<file path="config.mk">
export PLATFORM = sky130hd
export DESIGN_NAME = phase_frame_sequencer
export DESIGN_NICKNAME = d
export VERILOG_FILES = /design/src/rtl/phase_frame_sequencer.sv
export SDC_FILE = /design/constraint.sdc
export NUM_CORES = 1
export LEC_CHECK = 0
export CAP_MARGIN = 20
export CORE_ASPECT_RATIO = 1.5
export CORE_MARGIN = 5
export CORE_UTILIZATION = 25
export CTS_BUF_LIST = sky130_fd_sc_hd__clkbuf_8 sky130_fd_sc_hd__clkbuf_16
export DETAILED_ROUTE_END_ITERATION = 7
export HOLD_SLACK_MARGIN = 0.12
export SLEW_MARGIN = 15
export SYNTH_ARGS = -nofsm -noshare
export SYNTH_HDL_FRONTEND = slang
export SYNTH_SLANG_ARGS = --single-unit
</file>
<file path="constraint.sdc">
create_clock -name clk -period 4.1 [get_ports clk]
set_clock_uncertainty 0.1 [all_clocks]
set_input_delay 0.82 -clock clk [delete_from_list [all_inputs] [get_ports clk]]
set_output_delay 0.82 -clock clk [all_outputs]
set_load 0.02 [all_outputs]
</file>
<file path="src/rtl/phase_frame_sequencer.sv">
// phase_frame_sequencer: scans one pattern set from the frame store and streams aligned pixels into phase_ccgc
module phase_frame_sequencer #(
  parameter int IMG_W       = 640,
  parameter int IMG_H       = 480,
  parameter int ADDR_W      = 19,
  parameter int RD_LAT      = 2,
  parameter int H_BLANK     = 16,
  parameter int V_BLANK     = 64,
  parameter int GRAY_THRESH = 128
) (
  input  logic              clk,
  input  logic              rst,
  input  logic              start,
  input  logic              abort,
  input  logic              hold,
  output logic              rd_en,
  output logic [ADDR_W-1:0] rd_addr,
  input  logic [63:0]       rd_data,
  output logic [7:0]        phase_shift_1,
  output logic [7:0]        phase_shift_2,
  output logic [7:0]        phase_shift_3,
  output logic              line_hsync,
  output logic              hsync_k,
  output logic              ccp1_n,
  output logic              ccp2_n,
  output logic              ccp3_n,
  output logic              ccp4_n,
  output logic              ccp1_n_1,
  output logic              frame_vsync_k,
  output logic              busy,
  output logic              done
);
  localparam int CW = IMG_W > 1 ? $clog2(IMG_W) : 1;
  localparam int RW = IMG_H > 1 ? $clog2(IMG_H) : 1;
  localparam int BW = $clog2((H_BLANK > V_BLANK ? H_BLANK : V_BLANK) + 1);
  localparam logic [CW-1:0] COL_LAST = CW'(IMG_W - 1);
  localparam logic [RW-1:0] ROW_LAST = RW'(IMG_H - 1);
  localparam logic [BW-1:0] H_LAST   = BW'(H_BLANK - 1);
  localparam logic [BW-1:0] V_LAST   = BW'(V_BLANK - 1);
  localparam logic [7:0]    THRESH   = 8'(GRAY_THRESH);

  typedef enum logic [1:0] {IDLE, LINE, HBLANK, VBLANK} state_t;

  state_t            state;
  logic [CW-1:0]     col;
  logic [RW-1:0]     row;
  logic [BW-1:0]     cnt;
  logic [RD_LAT-1:0] vld;
  logic [RD_LAT-1:0] first_col;
  logic [RD_LAT-1:0] last_pix;
  logic              last_out;
  logic              col_end;
  logic              row_end;
  logic              unused_bits;

  assign col_end     = col == COL_LAST;
  assign row_end     = row == ROW_LAST;
  assign busy        = state != IDLE;
  assign hsync_k     = line_hsync;
  assign unused_bits = ^rd_data[63:56];

  // Scan FSM: issues one read per unstalled LINE cycle; col/row always describe rd_addr
  always_ff @(posedge clk or negedge rst) begin
    if (!rst) begin
      state         <= IDLE;
      col           <= '0;
      row           <= '0;
      cnt           <= '0;
      rd_en         <= 1'b0;
      rd_addr       <= '0;
      done          <= 1'b0;
      frame_vsync_k <= 1'b0;
    end else begin
      done <= 1'b0;
      if (line_hsync && last_out) frame_vsync_k <= 1'b0;
      if (abort) begin
        state         <= IDLE;
        rd_en         <= 1'b0;
        frame_vsync_k <= 1'b0;
      end else begin
        case (state)
          IDLE: if (start) begin
            state         <= LINE;
            rd_en         <= !hold;
            rd_addr       <= '0;
            col           <= '0;
            row           <= '0;
            frame_vsync_k <= 1'b1;
          end
          LINE: if (rd_en && col_end) begin
            rd_en <= 1'b0;
            cnt   <= '0;
            col   <= '0;
            state <= row_end ? VBLANK : HBLANK;
            if (!row_end) begin
              row     <= row + 1'b1;
              rd_addr <= rd_addr + 1'b1;
            end
          end else begin
            rd_en <= !hold;
            if (rd_en) begin
              col     <= col + 1'b1;
              rd_addr <= rd_addr + 1'b1;
            end
          end
          HBLANK: begin
            cnt <= cnt + 1'b1;
            if (cnt == H_LAST) begin
              state <= LINE;
              rd_en <= !hold;
            end
          end
          VBLANK: begin
            cnt <= cnt + 1'b1;
            if (cnt == V_LAST) begin
              state <= IDLE;
              done  <= 1'b1;
            end
          end
        endcase
      end
    end
  end

  // Read-latency pipeline: valid, col-0 and last-pixel flags travel with each read; outputs load when data lands
  always_ff @(posedge clk or negedge rst) begin
    if (!rst) begin
      vld           <= '0;
      first_col     <= '0;
      last_pix      <= '0;
      last_out      <= 1'b0;
      line_hsync    <= 1'b0;
      phase_shift_1 <= '0;
      phase_shift_2 <= '0;
      phase_shift_3 <= '0;
      ccp1_n        <= 1'b0;
      ccp2_n        <= 1'b0;
      ccp3_n        <= 1'b0;
      ccp4_n        <= 1'b0;
      ccp1_n_1      <= 1'b0;
    end else begin
      vld        <= abort ? '0 : RD_LAT'({vld, rd_en});
      first_col  <= RD_LAT'({first_col, col == '0});
      last_pix   <= RD_LAT'({last_pix, col_end && row_end});
      line_hsync <= !abort && vld[RD_LAT-1];
      if (vld[RD_LAT-1] && !abort) begin
        phase_shift_1 <= rd_data[7:0];
        phase_shift_2 <= rd_data[15:8];
        phase_shift_3 <= rd_data[23:16];
        ccp1_n        <= rd_data[31:24] >= THRESH;
        ccp2_n        <= rd_data[39:32] >= THRESH;
        ccp3_n        <= rd_data[47:40] >= THRESH;
        ccp4_n        <= rd_data[55:48] >= THRESH;
        ccp1_n_1      <= !first_col[RD_LAT-1] && ccp1_n;
        last_out      <= last_pix[RD_LAT-1];
      end
    end
  end
endmodule

</file>
==> flow_summary.ini, run 1 <==
[outcome]
outcome = complete, no violations

[setup_path]
cpMostUsedCell = mux2i_1
path_class = in2reg
setup.worst_path.end_class = flop
crit_required_ns = 4.27
worstPathCellList = clkdlybuf4s50_1 > mux2i_1 > or4_4 > a2111oi_0 > mux2i_1
slowest_delay_ns = 0.67
path_buf_inv = 1
arrival_ns = 3.00
startpoint_type = input port
slowest_stage = or4_4
cpLargestDelayFamily = simple AND/OR/NAND/NOR gates
cp_max_fo = 12

[place]
port_buffers = 86
place_congestion = 0.7973
dp_hpwl_mm = 8.314
placed_area_sq_um = 5680

[routing]
drc = 0
drt-initial-drc-count = 291
first_pass_iters = 4
top_layer = met4
route.met3.wl_um = 663
num_vias = 3792
wl_met2_mm = 5.675
ant_nets = 0
wire_per_inst_um = 15.40
m1WireLength_mm = 4.979
vias_per_cell = 5.063
drt_wl_total_mm = 11.53

[synthesis]
synthTopCellsByArea = dfrtp_1, mux2_2, nand2_1, mux2i_1, nand3_1
syn-num-nets = 524
synthCells = 446
synth_cell_types = 58
syn_avg_cell_area_sq_um = 10.32
synth.cell_area_sq_um = 4601
ys_ff_latch = 87
yosys_warnings = 0
ys.flop_type = dfrtp_1
synth_edf_count = 0
synth_seq_area_share = 0.4732
synth-async-reset-ratio = 1.000
synth_top_area_frac = 0.4732
synth_area_leader_cell = dfrtp_1

[die]
die_y_um = 176.1
fp-row-count = 60
ioPinCount = 123
dieWidth_um = 120.8
die-area_sq_um = 21270
start_util = 0.2553
core_sq_um = 18020

[clock_network]
cts_setup_buffers = 0
cts-root-buf = clkbuf_16
htreeDepth = 3
cts_buffer_depth = 2
clkLatencyLatePin_ns = 0.35
hold_buffers = 0
cts_tree = built
cts_buffers = 9
cts_resized = 0
path_clk_slew_ns = 0.07
cts_num_sinks = 87

[global_routing]
grt.total_usage = 0.1124
grt_pass1_wl_mm = 19.70
overflow = 0
antenna_found_initial = 0
grt_pass1_vias = 3943
grt_max_degree = 44

[finish]
stdcell_area_sq_um = 6025
insertedDiodeCount = 0
area_delta_synth_final_pct = 30.95
layout_common_cells = dfrtp_1, clkdlybuf4s50_1, nand2_1
fin_util = 0.3344
final_common_cell = dfrtp_1
drive_gt1_frac = 0.1297
fin_nets = 605

[power]
intPower_uw = 1951
pwr-share-comb = 0.254
p_leak_uw = 0.002421
p_sw_uw = 817.3
p_per_area_nw_per_um2 = 459.5
p_sw_frac = 0.2953
clkPwrFrac = 0.344
max-vdd-ir-drop_uv = 257.8
p_seq_frac = 0.402

[worst_hold_path]
min_path_type = reg2reg

[sta]
worstMarginPinSlew_ns = 1.091
final.setup.tns_ns = 0
fmax_ghz = 0.3544
fin_crit_ns = 2.822
whs_ns = 0.2493
final-hold-violation-count = 0
rsz0062_at_grt = no
slew_viol_final = 0
final-setup-viol-count = 0
min_period_over_period = 0.6882
max_slew_margin = 0.2724

[run]
maxCapViolations = 0
area by class of cell:
cell class / count / area, sq um
clock buffer: 9 / 225.2
multi-input combinational: 324 / 2276
fill: 1835 / 11990
timing repair buffer: 93 / 910.9
tap: 217 / 271.5
clock inverter: 7 / 118.9
inverter: 12 / 45.04
sequential: 87 / 2177
power groups by stage:
| stage | clock network [uW] | logic (uW) | registers, uW |
|---|---|---|---|
| 2_1_floorplan | 0 | 257 | 1230 |
| 3_3_place_gp | 0 | 700 | 1120 |
| 3_5_place_dp | 0 | 713 | 1130 |
| 4_1_cts | 983 | 715 | 1110 |
| 5_1_grt | 1030 | 760 | 1130 |
| 6_report | 953 | 702 | 1110 |
Yosys cell counts (all sizes together) (7+ instances only):
library cell,number
dfrtp,87
nand2,51
mux2,31
nand3,26
mux2i,19
nand2b,19
o21ai,18
a21oi,14
a211oi,13
nor2,13
clkbuf,12
inv,12
buf,11
nand4,11
ha,9
or4,9
and3,7
or3,7
metrics by stage:
stage                     std cells  total power, uW  setup WS [ns]
after global routing            749             2921          1.180
after global placement          733             1819         0.9564
after CTS                       749             2811          1.310
after detailed placement        733             1842         0.9409
final                           749             2768          1.278
after floorplan                 446             1491          1.769
state kept, by name, indices dropped and copies added (netlist names):
| register | count |
|---|---|
| ccp1_n | 1 |
| ccp1_n_1 | 1 |
| ccp2_n | 1 |
| ccp3_n | 1 |
| ccp4_n | 1 |
| cnt | 7 |
| col | 10 |
| done | 1 |
| first_col | 2 |
| frame_vsync_k | 1 |
| hsync_k | 1 |
| last_out | 1 |
| last_pix | 2 |
| phase_shift_1 | 8 |
| phase_shift_2 | 8 |
| phase_shift_3 | 8 |
| rd_addr | 19 |
| rd_en | 1 |
| row | 9 |
| state | 2 |
| vld | 2 |
worst register-to-register path: stages, from the launching register on:
cell       delay (ns)
dfrtp_1          0.40
inv_1            0.08
ha_1             0.21
buf_4            0.23
nor2b_1          0.19
or4_4            0.62
a2111oi_0        0.57
mux2i_1          0.23
cell families after synthesis:
| logic type | after synthesis | share of synthesized area |
|---|---|---|
| flops | 87 | 0.4732 |
| compound gates | 85 | 0.1371 |
| mux | 50 | 0.1172 |
| simple gates | 178 | 0.2116 |
| fa+ha+maj | 9 | 0.02448 |
| buf+inv | 35 | 0.03263 |
| xor+xnor | 2 | 0.003808 |
worst paths after layout:
| path | start | slack (ns) | endpoint | depth (start not counted) |
|---|---|---|---|---|
| max | start | 1.28 | rd_addr[14]$_DFFE_PN0P_ | 5 |
| min | last_pix[0]$_DFF_PN0_ | 0.25 | last_pix[1]$_DFF_PN0_ | 0 |
| max reg2reg | state[1]$_DFFE_PN0P_ | 1.40 | rd_addr[14]$_DFFE_PN0P_ | 7 |
| min reg2reg | last_pix[0]$_DFF_PN0_ | 0.25 | last_pix[1]$_DFF_PN0_ | 0 |
| max in group asynchronous | rst | 2.73 | phase_shift_3[5]$_DFFE_PN0P_ | 2 |
| min in group asynchronous | rst | 0.37 | rd_addr[16]$_DFFE_PN0P_ | 1 |
per-layer routing:
layer	GRT usage	vias to the layer above
met5	0	-
met4	0.04820	0
met3	0.02660	19
met2	0.1896	130
met1	0.1363	1833
li1	-	1810
Note: power is estimated with default switching activity, not from simulation.
==> run 2: changes to the inputs <==
- clock period: 4.1 -> 2.3 ns (I/O delays scaled with it)
==> flow_summary.ini, run 2 (synthesis results as in run 1) <==
[die]
start_util = 0.2553
die_y_um = 176.1
die-area_sq_um = 21270
fp-row-count = 60
dieWidth_um = 120.8
core_sq_um = 18020
ioPinCount = 123

[sta]
fin_crit_ns = 2.274
final-hold-violation-count = 0
whs_ns = 0.2490
worstMarginPinSlew_ns = 0.5237
slew_viol_final = 0
rsz0062_at_grt = yes
final-setup-viol-count = 0
min_period_over_period = 0.9886
fmax_ghz = 0.4398
max_slew_margin = 0.6477
final.setup.tns_ns = 0

[routing]
drt-initial-drc-count = 197
first_pass_iters = 4
ant_nets = 0
num_vias = 3997
drc = 0
vias_per_cell = 5.015
drt_wl_total_mm = 12.56
wire_per_inst_um = 15.76

[setup_path]
arrival_ns = 2.46
r2r-start = state[0]$_DFFE_PN0P_
startpoint_type = flop
setup.worst_path.end_class = flop
path_class = reg2reg
crit_start = state[0]$_DFFE_PN0P_
crit_required_ns = 2.48
cp_max_fo = 3

[run]
maxCapViolations = 0

[place]
dp_hpwl_mm = 9.163
port_buffers = 86
place_congestion = 0.8664

[clock_network]
htreeDepth = 3
cts-root-buf = clkbuf_16
cts_buffers = 9
cts_tree = built
path_clk_slew_ns = 0.07
clkLatencyLatePin_ns = 0.35
cts_num_sinks = 87
cts_buffer_depth = 2

[global_routing]
grt.total_usage = 0.1191
grt_max_degree = 36
antenna_found_initial = 0
grt_pass1_wl_mm = 20.64
grt_pass1_vias = 4189
overflow = 0

[power]
p_total_uw = 5096
p_per_area_nw_per_um2 = 782.8
max-vdd-ir-drop_uv = 349.5
p_leak_uw = 0.002675

[worst_hold_path]
min_path_type = reg2reg
min_from = last_pix[0]$_DFF_PN0_

[finish]
layout_common_cells = dfrtp_1, clkdlybuf4s50_1, nand2_1
insertedDiodeCount = 0
area_delta_synth_final_pct = 41.50
drive_gt1_frac = 0.2224
fin_nets = 653
top_register = rd_addr
largest_register_ff_count = 19
reg_top3 = rd_addr x19, col x10, row x9
final_common_cell = dfrtp_1

[outcome]
outcome = complete, no violations
## run 2: metrics by stage
step | worst slack, ns | cell area [sq um] | std cells | utilization
6_report | 0.02624 | 6510 | 797 | 0.3613
5_1_grt | -0.06469 | 6510 | 797 | 0.3613
4_1_cts | 0.01763 | 6445 | 797 | 0.3577
3_5_place_dp | -0.3534 | 6058 | 780 | 0.3363
3_3_place_gp | -0.3526 | 6058 | 780 | 0.3363
2_1_floorplan | 0.03965 | 4601 | 446 | -
## run 2: worst paths after layout
check                                          endpoint  cells past startpoint  slack, ns
min in group asynchronous       rd_addr[16]$_DFFE_PN0P_                      2       0.50
worst max register to register       col[8]$_DFFE_PN0P_                      7       0.03
worst min register to register    last_pix[1]$_DFF_PN0_                      0       0.25
worst max-delay path                 col[8]$_DFFE_PN0P_                      7       0.03
max in group asynchronous       rd_addr[10]$_DFFE_PN0P_                      3       0.93
worst min-delay path              last_pix[1]$_DFF_PN0_                      0       0.25
## run 2: layout make-up
type / instances / area (sq um)
multi-input combinational: 324 / 2362
timing repair buffer: 141 / 1309
clock inverter: 7 / 120.1
fill: 1808 / 11510
tap: 217 / 271.5
sequential: 87 / 2177
inverter: 12 / 45.04
clock buffer: 9 / 225.2
## run 2: layer usage
metal | GRT usage | vias to the layer above | part of all wire
met5 | 0 | - | 0
met4 | 0.04301 | 0 | 0.016
met3 | 0.02885 | 20 | 0.048
met2 | 0.2141 | 114 | 0.52
li1 | - | 1921 | -
met1 | 0.1363 | 1942 | 0.41
## run 2: critical path, stage by stage, from the launching register on
cell,delay (ns)
dfrtp_1,0.43
inv_2,0.08
ha_4,0.17
mux2i_2,0.16
buf_4,0.15
or4_4,0.50
or4_4,0.50
a21oi_2,0.13
## run 2: timing repair
action	CTS	global route
hold buffers	1	0
endpoints found under the setup margin	13	11
gates cloned	0	0
resized for setup	8	14
setup buffers	0	0
pin swaps	2	3
hold endpoints to repair	32	0
## run 2: report_power, final
group / leakage, uW / switching [uW] / internal, uW
registers: 0.00116 / 175 / 1780
logic: 0.00135 / 692 / 741
clock network: 0.000166 / 638 / 1070
